### src/rtl/prng_check.sv
// Receive-side PRNG checker: regenerates the two-LFSR signed-product word stream, acquires lock and tracks errors.
// Optional statistics counters are built only when PRNG_CHECK_STATS_EN is defined.

// Fibonacci LFSR next-state: shift left, feedback is the XOR of a maximal-length two-tap polynomial.
module prng_check_lfsr #(
  parameter int unsigned W = 18
) (
  input  logic [W-1:0] i_state,
  output logic [W-1:0] o_next
);

  function automatic int unsigned second_tap(input int unsigned w);
    case (w)
      3:       return 2;
      4:       return 3;
      5:       return 3;
      6:       return 5;
      7:       return 6;
      9:       return 5;
      10:      return 7;
      11:      return 9;
      15:      return 14;
      17:      return 14;
      18:      return 11;
      20:      return 17;
      21:      return 19;
      22:      return 21;
      23:      return 18;
      25:      return 22;
      28:      return 25;
      29:      return 27;
      31:      return 28;
      33:      return 20;
      35:      return 33;
      36:      return 25;
      39:      return 35;
      default: return w - 1;
    endcase
  endfunction

  localparam int unsigned T2 = second_tap(W);
  localparam logic [W-1:0] TAPS = (W'(1) << (W - 1)) | (W'(1) << (T2 - 1));

  assign o_next = {i_state[W-2:0], ^(i_state & TAPS)};

endmodule

module prng_check #(
  parameter int unsigned   W0         = 18,
  parameter int unsigned   W1         = 25,
  parameter logic [W0-1:0] SEED0      = W0'(1),
  parameter logic [W1-1:0] SEED1      = W1'(1),
  parameter int unsigned   LOCK_COUNT = 8,
  parameter int unsigned   LOSS_COUNT = 4
) (
  input  logic        clk,
  input  logic        rst,
  input  logic        restart,
  input  logic [31:0] din,
  input  logic        din_valid,
  output logic [1:0]  state,
  output logic        locked,
  output logic        lost,
  output logic        mismatch,
  output logic [31:0] err_count,
  output logic [31:0] word_count
);

  localparam int unsigned PW = W0 + W1;
  localparam int unsigned CW = 8;

  typedef enum logic [1:0] {
    ST_ACQUIRE = 2'd0,
    ST_LOCKED  = 2'd1,
    ST_LOST    = 2'd2
  } state_t;

  state_t          r_state;
  logic [W0-1:0]   r_s0;
  logic [W1-1:0]   r_s1;
  logic [CW-1:0]   r_match_cnt;
  logic [CW-1:0]   r_miss_cnt;
  logic            r_locked;
  logic            r_lost;
  logic            r_mismatch;

  logic [W0-1:0]   w_s0_next;
  logic [W1-1:0]   w_s1_next;
  logic [31:0]     w_exp;
  logic            w_hit;

  prng_check_lfsr #(.W(W0)) u_lfsr0 (.i_state(r_s0), .o_next(w_s0_next));
  prng_check_lfsr #(.W(W1)) u_lfsr1 (.i_state(r_s1), .o_next(w_s1_next));

  // Expected word: low 32 bits of the full-width signed product.
  assign w_exp = 32'(PW'($signed(r_s0)) * PW'($signed(r_s1)));
  assign w_hit = (din == w_exp);

  always_ff @(posedge clk or posedge rst) begin
    if (rst) begin
      r_state     <= ST_ACQUIRE;
      r_s0        <= SEED0;
      r_s1        <= SEED1;
      r_match_cnt <= '0;
      r_miss_cnt  <= '0;
      r_locked    <= 1'b0;
      r_lost      <= 1'b0;
      r_mismatch  <= 1'b0;
    end else if (restart) begin
      r_state     <= ST_ACQUIRE;
      r_s0        <= SEED0;
      r_s1        <= SEED1;
      r_match_cnt <= '0;
      r_miss_cnt  <= '0;
      r_locked    <= 1'b0;
      r_lost      <= 1'b0;
      r_mismatch  <= 1'b0;
    end else begin
      r_mismatch <= 1'b0;
      case (r_state)
        ST_ACQUIRE: begin
          if (din_valid) begin
            if (w_hit) begin
              r_s0 <= w_s0_next;
              r_s1 <= w_s1_next;
              if (r_match_cnt == CW'(LOCK_COUNT - 1)) begin
                r_state     <= ST_LOCKED;
                r_locked    <= 1'b1;
                r_match_cnt <= '0;
                r_miss_cnt  <= '0;
              end else begin
                r_match_cnt <= r_match_cnt + CW'(1);
              end
            end else if (r_match_cnt != '0) begin
              // Partial run broken: restart the search from the seed word.
              r_s0        <= SEED0;
              r_s1        <= SEED1;
              r_match_cnt <= '0;
            end
          end
        end
        ST_LOCKED: begin
          if (din_valid) begin
            r_s0 <= w_s0_next;
            r_s1 <= w_s1_next;
            if (w_hit) begin
              r_miss_cnt <= '0;
            end else begin
              r_mismatch <= 1'b1;
              if (r_miss_cnt == CW'(LOSS_COUNT - 1)) begin
                r_state  <= ST_LOST;
                r_locked <= 1'b0;
                r_lost   <= 1'b1;
              end else begin
                r_miss_cnt <= r_miss_cnt + CW'(1);
              end
            end
          end
        end
        default: begin
        end
      endcase
    end
  end

  assign state    = r_state;
  assign locked   = r_locked;
  assign lost     = r_lost;
  assign mismatch = r_mismatch;

`ifdef PRNG_CHECK_STATS_EN
  logic [31:0] r_err_count;
  logic [31:0] r_word_count;
  logic        w_cnt_word;
  logic        w_cnt_err;

  assign w_cnt_word = !restart && din_valid && (r_state == ST_LOCKED);
  assign w_cnt_err  = w_cnt_word && !w_hit;

  // Saturating statistics counters.
  always_ff @(posedge clk or posedge rst) begin
    if (rst) begin
      r_err_count  <= '0;
      r_word_count <= '0;
    end else if (restart) begin
      r_err_count  <= '0;
      r_word_count <= '0;
    end else begin
      if (w_cnt_word && (r_word_count != '1)) r_word_count <= r_word_count + 32'd1;
      if (w_cnt_err && (r_err_count != '1))   r_err_count  <= r_err_count + 32'd1;
    end
  end

  assign err_count  = r_err_count;
  assign word_count = r_word_count;
`else
  assign err_count  = '0;
  assign word_count = '0;
`endif

endmodule

### config.mk
export PLATFORM = sky130hd
export DESIGN_NAME = prng_check
export DESIGN_NICKNAME = d
export VERILOG_FILES = /design/src/rtl/prng_check.sv
export SDC_FILE = /design/constraint.sdc
export NUM_CORES = 1
export LEC_CHECK = 0
export ABC_AREA = 1
export ABC_CLOCK_PERIOD_IN_PS = 6100
export CAP_MARGIN = 25
export CORE_MARGIN = 2
export CORE_UTILIZATION = 57
export DETAILED_ROUTE_END_ITERATION = 12
export PLACE_DENSITY_LB_ADDON = 0.25
export SYNTH_ARGS = -nofsm -noshare
export SYNTH_HDL_FRONTEND = slang
export SYNTH_SLANG_ARGS = --single-unit
### constraint.sdc
create_clock -name clk -period 6.1 [get_ports clk]
set_input_delay 1.22 -clock clk [delete_from_list [all_inputs] [get_ports clk]]
set_output_delay 1.22 -clock clk [all_outputs]
set_load 0.005 [all_outputs]
# --- Yosys cells after proc, flatten, opt, wreduce, memory -nomap -nowiden ---
# Index checks and enable logic that the tools add are counted.
totals:
  regBits: 64
  inputBits: 36
  output_inout_bits: 69
classes:
  n_addsub: 2
  n_mux: 51
  n_mul: 1
  n_eq_ne: 13
  reduce_logical: 15
op_table:
  columns: ["cell", "n"]
  rows:
  - ["25-bit 2-to-1 mux", 5]
  - ["8-bit 2-to-1 mux", 13]
  - ["18-bit 2-to-1 mux", 5]
  - ["25-bit one-hot mux with 2 select lines", 1]
  - ["18-bit one-hot mux with 2 select lines", 1]
  - ["32-bit == test", 1]
  - ["18-bit by 25-bit multiplier with 32-bit output", 1]
  - ["25-bit parity", 1]
  - ["3-bit inequality test (second input constant)", 6]
  - ["18-bit parity", 1]
  - ["8-bit by 1-bit adder with 8-bit output (second input constant)", 2]
  - ["1-bit 2-to-1 mux", 16]
  - ["8-bit one-hot mux with 2 select lines", 1]
  - ["2-bit 2-to-1 mux", 7]
  - ["8-bit by 2-bit == test with 1-bit output (second input constant)", 1]
  - ["8-bit by 3-bit == test with 1-bit output (second input constant)", 1]
  - ["4-bit inequality test (second input constant)", 2]
  - ["4-bit AND reduction", 2]
  - ["2-bit nonzero test", 4]
  - ["8-bit nonzero test", 1]
  - ["7-bit AND reduction", 1]
  - ["6-bit AND reduction", 1]
  - ["3-bit nonzero test", 2]
  - ["2-bit one-hot mux with 2 select lines", 1]
  - ["other kinds (5)", 5]

# --- Depth between registers and ports, before layout ---
depth:
  depth_word: 6
  ltp_mapped: 39

# --- Modules after synthesis ---
# Synthesis repeated with hierarchy kept, for this count alone.
hier_totals:
  cells_unflattened: 2627
  area_unflattened_um2: 18561.6
modules_own_cells:
  columns: ["mod", "cells_each", "instances", "area_per_inst_um2"]
  rows:
  - ["prng_check", 2576, 1, 18216.2]
  - ["prng_check_lfsr (u_lfsr1)", 29, 1, 198.9]
  - ["prng_check_lfsr (u_lfsr0)", 22, 1, 146.4]

# --- Worst setup path before layout ---
# No wires, ideal clock.
synth_timing:
  path_kind: "register to register"
  start: "register r_s0[0]"
  end: "register r_s0[17]"
  setup_time_ps: 65
  synth_period_minus_slack_ps: 6400
  slack_ps: -300
  stages_incl_launch_ff: 33
  n_path_buf: 3
  arrival_ps: 6334
  cell_sequence: "dfstp_2 > clkbuf_1 > buf_1 > nand2_1 > inv_1 > fa_1 > fa_1 > inv_1 > fa_1 > fa_1 > fa_1 > fa_1 > inv_1 > ha_1 > nand2_1 > nor2_1 > and3_1 > nand2_1 > nand3_1 > nand2_1 > nand2_1 > nand2_1 > nand2_1 > xnor2_1 > nand3_1 > nor2_1 > nand4_4 > nand3_2 > nor2_1 > nor2_4 > buf_4 > nand2_1 > nand2_1"
synth_between:
  elab_chain_cells: 6
synth_rtl:
  columns: ["item", "line_no", "source"]
  rows:
  - ["start: declaration", "79", "logic [W0-1:0] r_s0;"]
  - ["start signal: assignment", "124", "r_s0 <= w_s0_next;"]
  - ["start signal: assignment", "144", "r_s0 <= w_s0_next;"]
  - ["18-bit by 25-bit multiplier with 32-bit output *", "96", "assign w_exp = 32'(PW'($signed(r_s0)) * PW'($signed(r_s1)));"]
  - ["32-bit == test *", "97", "assign w_hit = (din == w_exp);"]
  - ["18-bit 2-to-1 mux", "123", "if (w_hit) begin"]
  - ["18-bit 2-to-1 mux", "122", "if (din_valid) begin"]
  - ["18-bit one-hot mux with 2 select lines", "120", "case (r_state)"]
  - ["18-bit 2-to-1 mux", "109", "end else if (restart) begin"]
# Mark *: on every way between the ends. The rest lies on a longest branch, timed or not. The select of a mux whose other input is x is not followed.
# A chain may end at the register's enable or synchronous reset.

# --- Final worst setup path ---
layout_timing:
  start: "register r_s0[13]"
  end: "register r_s0[15]"
# Same word-level chain as after synthesis.

==> impl_metrics.yaml <==
min_path:
  hp-start: "lost"
  hold_path_class: "register to register"
  min_to: "lost"
  min_path_cells: 2
timing:
  fin_skew_ns: 0.0126
  worst_slack_ns: -0.592
  fin_crit_ns: 6.69
  finalMaxSlewViolations: 0
  timing.fmax_mhz: 149
  tightest_slew_ns: 1.16
  hold_violations: 0
  rsz0062_at_grt: "yes"
  setup_viol_count_final: 63
  relSlewSlack_pct: 22.5
  period_share_pct: 110
  whs_ns: 0.518
critical_path:
  cpMaxStageDelayCell: "fa_2"
  cpPeakStageDelay_ns: 0.60
  rr_endpoint: "r_s0[15]"
  critPathBufInv: 11
  cp.arrival_ns: 6.97
  start_kind: "register"
  cp.depth: 31
  required_ns: 6.38
  r2r_cells: 31
  critPathMaxFanout: 7
  end_kind: "register"
  r2r_slack_ns: -0.59
  r2r-start: "r_s0[13]"
  crit_family: "adder cells"
  worstSetupPathType: "register to register"
layout:
  final_core_util_pct: 73.0
  area.growth.synth_to_final_pct: 25.3
  n_fill_cell: 2305
  drive_gt1_share_pct: 20.3
  diodes: 0
  register_area_mm2: 0.00160
  layout.cells.non_filler: 3137
  layout.nets: 3198
  multi_input_area_mm2: 0.0141
detailed_routing:
  wire_per_inst_um: 16.4
  wl_met1_mm: 20.0
  vias: 16100
  highest_layer: "met4"
  ant_nets: 0
  drc: 0
  firstDrtPassIters: 5
  via_per_inst: 5.13
  wl_mm: 51.3
  wl_met2_mm: 25.9
  dr.first_iter.drc_count: 1049
  met3_length_mm: 3.14
synthesis:
  synth_edf_count: 0
  yosysSeqAreaShare_pct: 8.79
  synth-main-ff-cell: "dfrtp_1"
  synth_area_mm2: 0.0180
  syn_avg_cell_area_um2: 7.20
  ys_warn_count: 0
  async_flop_share_pct: 100
  ys_ff_latch: 63
  syn_inst: 2495
  ys_types: 44
grt:
  grt_use_total_pct: 30.4
  grt_pass1_vias: 16500
  grt_first_pass_wirelength_mm: 79.8
  overflow: 0
  grt_max_degree: 64
  grt_antenna_before_repair: 0
placed_design:
  dp_hpwl_mm: 39.2
  io_buffer_count: 40
  place_ws_ns: -0.743
  dp.cells: 3059
  gp_congestion: 0.978
pwr:
  pwr-share-comb_pct: 32.1
  clkPwrFrac_pct: 37.9
  p_int_w: 0.00103
  powerDensity_mw_per_mm2: 68.5
  leakagePower_nw: 11.9
  p_switching_w: 0.000509
  switching_share_pct: 33.0
  ir_worst_vdd_mv: 0.138
  pwr-share-seq_pct: 30.0
clock_tree:
  clock-sinks: 63
  clockRootBuffer: "clkbuf_16"
  clkLatencyLatePin_ns: 0.35
  clk_pin_slew_worst_paths_ns: 0.06
  h-tree-depth: 3
  cts_tree: "built"
  cts.path.max_buffers: 2
  cts_inserted_buffers: 9
die:
  core_mm2: 0.0308
  fp.dieW_um: 182
  ioPinCount: 105
  fp-row-count: 64
  initial_core_util_pct: 58.3
  die-area_mm2: 0.0329
  fp.dieH_um: 182
job:
  drv_cap: 0
run_status:
  outcome: "finished, violations left"
  violations: "setup timing"
## metrics by stage
stage                     total power [W]  instance area (um2)  TNS, ns
after floorplan                  0.000726                18300        0
after global placement           0.000856                20300   -36.49
after detailed placement         0.000860                20300   -41.84
after CTS                         0.00145                21100   -26.54
after global routing              0.00160                22500   -45.05
final                             0.00154                22500   -31.34
## cell usage in the layout, fill, tap and decap left out, drive strengths merged, types with 43 or more instances in the layout
cell / synthesis / layout
nand3: 71 / 71
a21oi: 43 / 43
ha: 97 / 97
nor2: 72 / 72
conb: 1 / 64
buf: 107 / 301
fa: 328 / 328
dfrtp: 61 / 61
nand2: 810 / 810
inv: 644 / 644
## cell usage after synthesis (2+ instances only)
cell	number	area (um2)
a21boi_0	11	82.6
a21boi_1	20	150
a21o_1	7	52.6
a21oi_1	42	210
a31oi_1	2	12.5
and3_1	2	12.5
buf_1	21	78.8
buf_2	16	80.1
buf_4	70	526
clkbuf_1	74	278
clkinv_1	18	67.6
dfrtp_1	61	1530
dfstp_2	2	52.6
fa_1	328	6570
ha_1	97	1210
inv_1	639	2400
inv_2	5	18.8
nand2_1	810	3040
nand3_1	70	350
nand3b_1	10	75.1
nand4_1	21	131
nor2_1	68	255
nor2_2	3	18.8
nor3_1	12	60.1
nor4_1	4	25.0
o211ai_1	2	15.0
o21ai_0	18	90.1
o21bai_1	2	15.0
xnor2_1	21	184
xnor3_1	2	45.0
xor2_1	24	210
## what timing repair did
| action | in CTS | in global routing |
|---|---|---|
| gates resized for setup | 68 | 230 |
| hold buffers | 0 | 0 |
| pin swaps | 42 | 104 |
| setup buffers | 15 | 41 |
| cloned | 0 | 8 |
| endpoints found under the setup margin | 63 | 63 |
## worst min-delay path, stage by stage (launching register included)
cell and delay, ns:
dfrtp_1 0.37, inv_1 0.05, a21oi_1 0.05
## layer usage
layer,vias to the layer above,track usage (%)
li1,7473,-
met1,7816,37.7
met2,644,55.1
met3,151,3.49
met4,0,10.4
met5,-,0
## sequential cells by signal, indices dropped and copies added, names as in the netlist
name	flops
state	2
mismatch	1
r_s1	25
r_miss_cnt	8
r_s0	18
lost	1
r_match_cnt	8
## cell type report
type | count | share of cell area [%]
multi-input cells | 1652 | 62.8
repair buffers | 349 | 15.4
inverters | 662 | 11.0
flip-flops and latches | 63 | 7.11
well taps | 396 | 2.20
clock buffers | 12 | 1.18
clock inverters | 3 | 0.289
## cells by family (layout without fill, tap and decap cells)
| family | count (synthesis) | after routing | synth area share [%] |
|---|---|---|---|
| simple gates | 1009 | 1009 | 22.6 |
| compound gates | 107 | 107 | 3.64 |
| other cells | 1 | 64 | 0.0209 |
| flops | 63 | 63 | 8.79 |
| fa+ha+maj | 425 | 425 | 43.3 |
| xor+xnor | 47 | 47 | 2.45 |
| buf+inv | 843 | 1026 | 19.2 |
## worst max-delay path by stage
stage,from,endpoint,slack [ns]
2_1_floorplan,r_s0[6],r_s0[17],0.01
3_3_place_gp,r_s0[1],r_s1[1],-0.63
3_5_place_dp,r_s0[1],r_match_cnt[3],-0.74
4_1_cts,r_s0[0],r_match_cnt[3],-0.49
5_1_grt,r_s0[13],r_s0[15],-0.80
6_report,r_s0[13],r_s0[15],-0.59
## power groups by stage
stage	combinational [W]	sequential, W	clock (W)
global route	0.000532	0.000464	0.000605
floorplan	0.000273	0.000453	0
finish	0.000495	0.000463	0.000584
CTS	0.000412	0.000463	0.000580
detailed placement	0.000384	0.000475	0
global placement	0.000380	0.000476	0
Power figures use the tool's default switching activity.
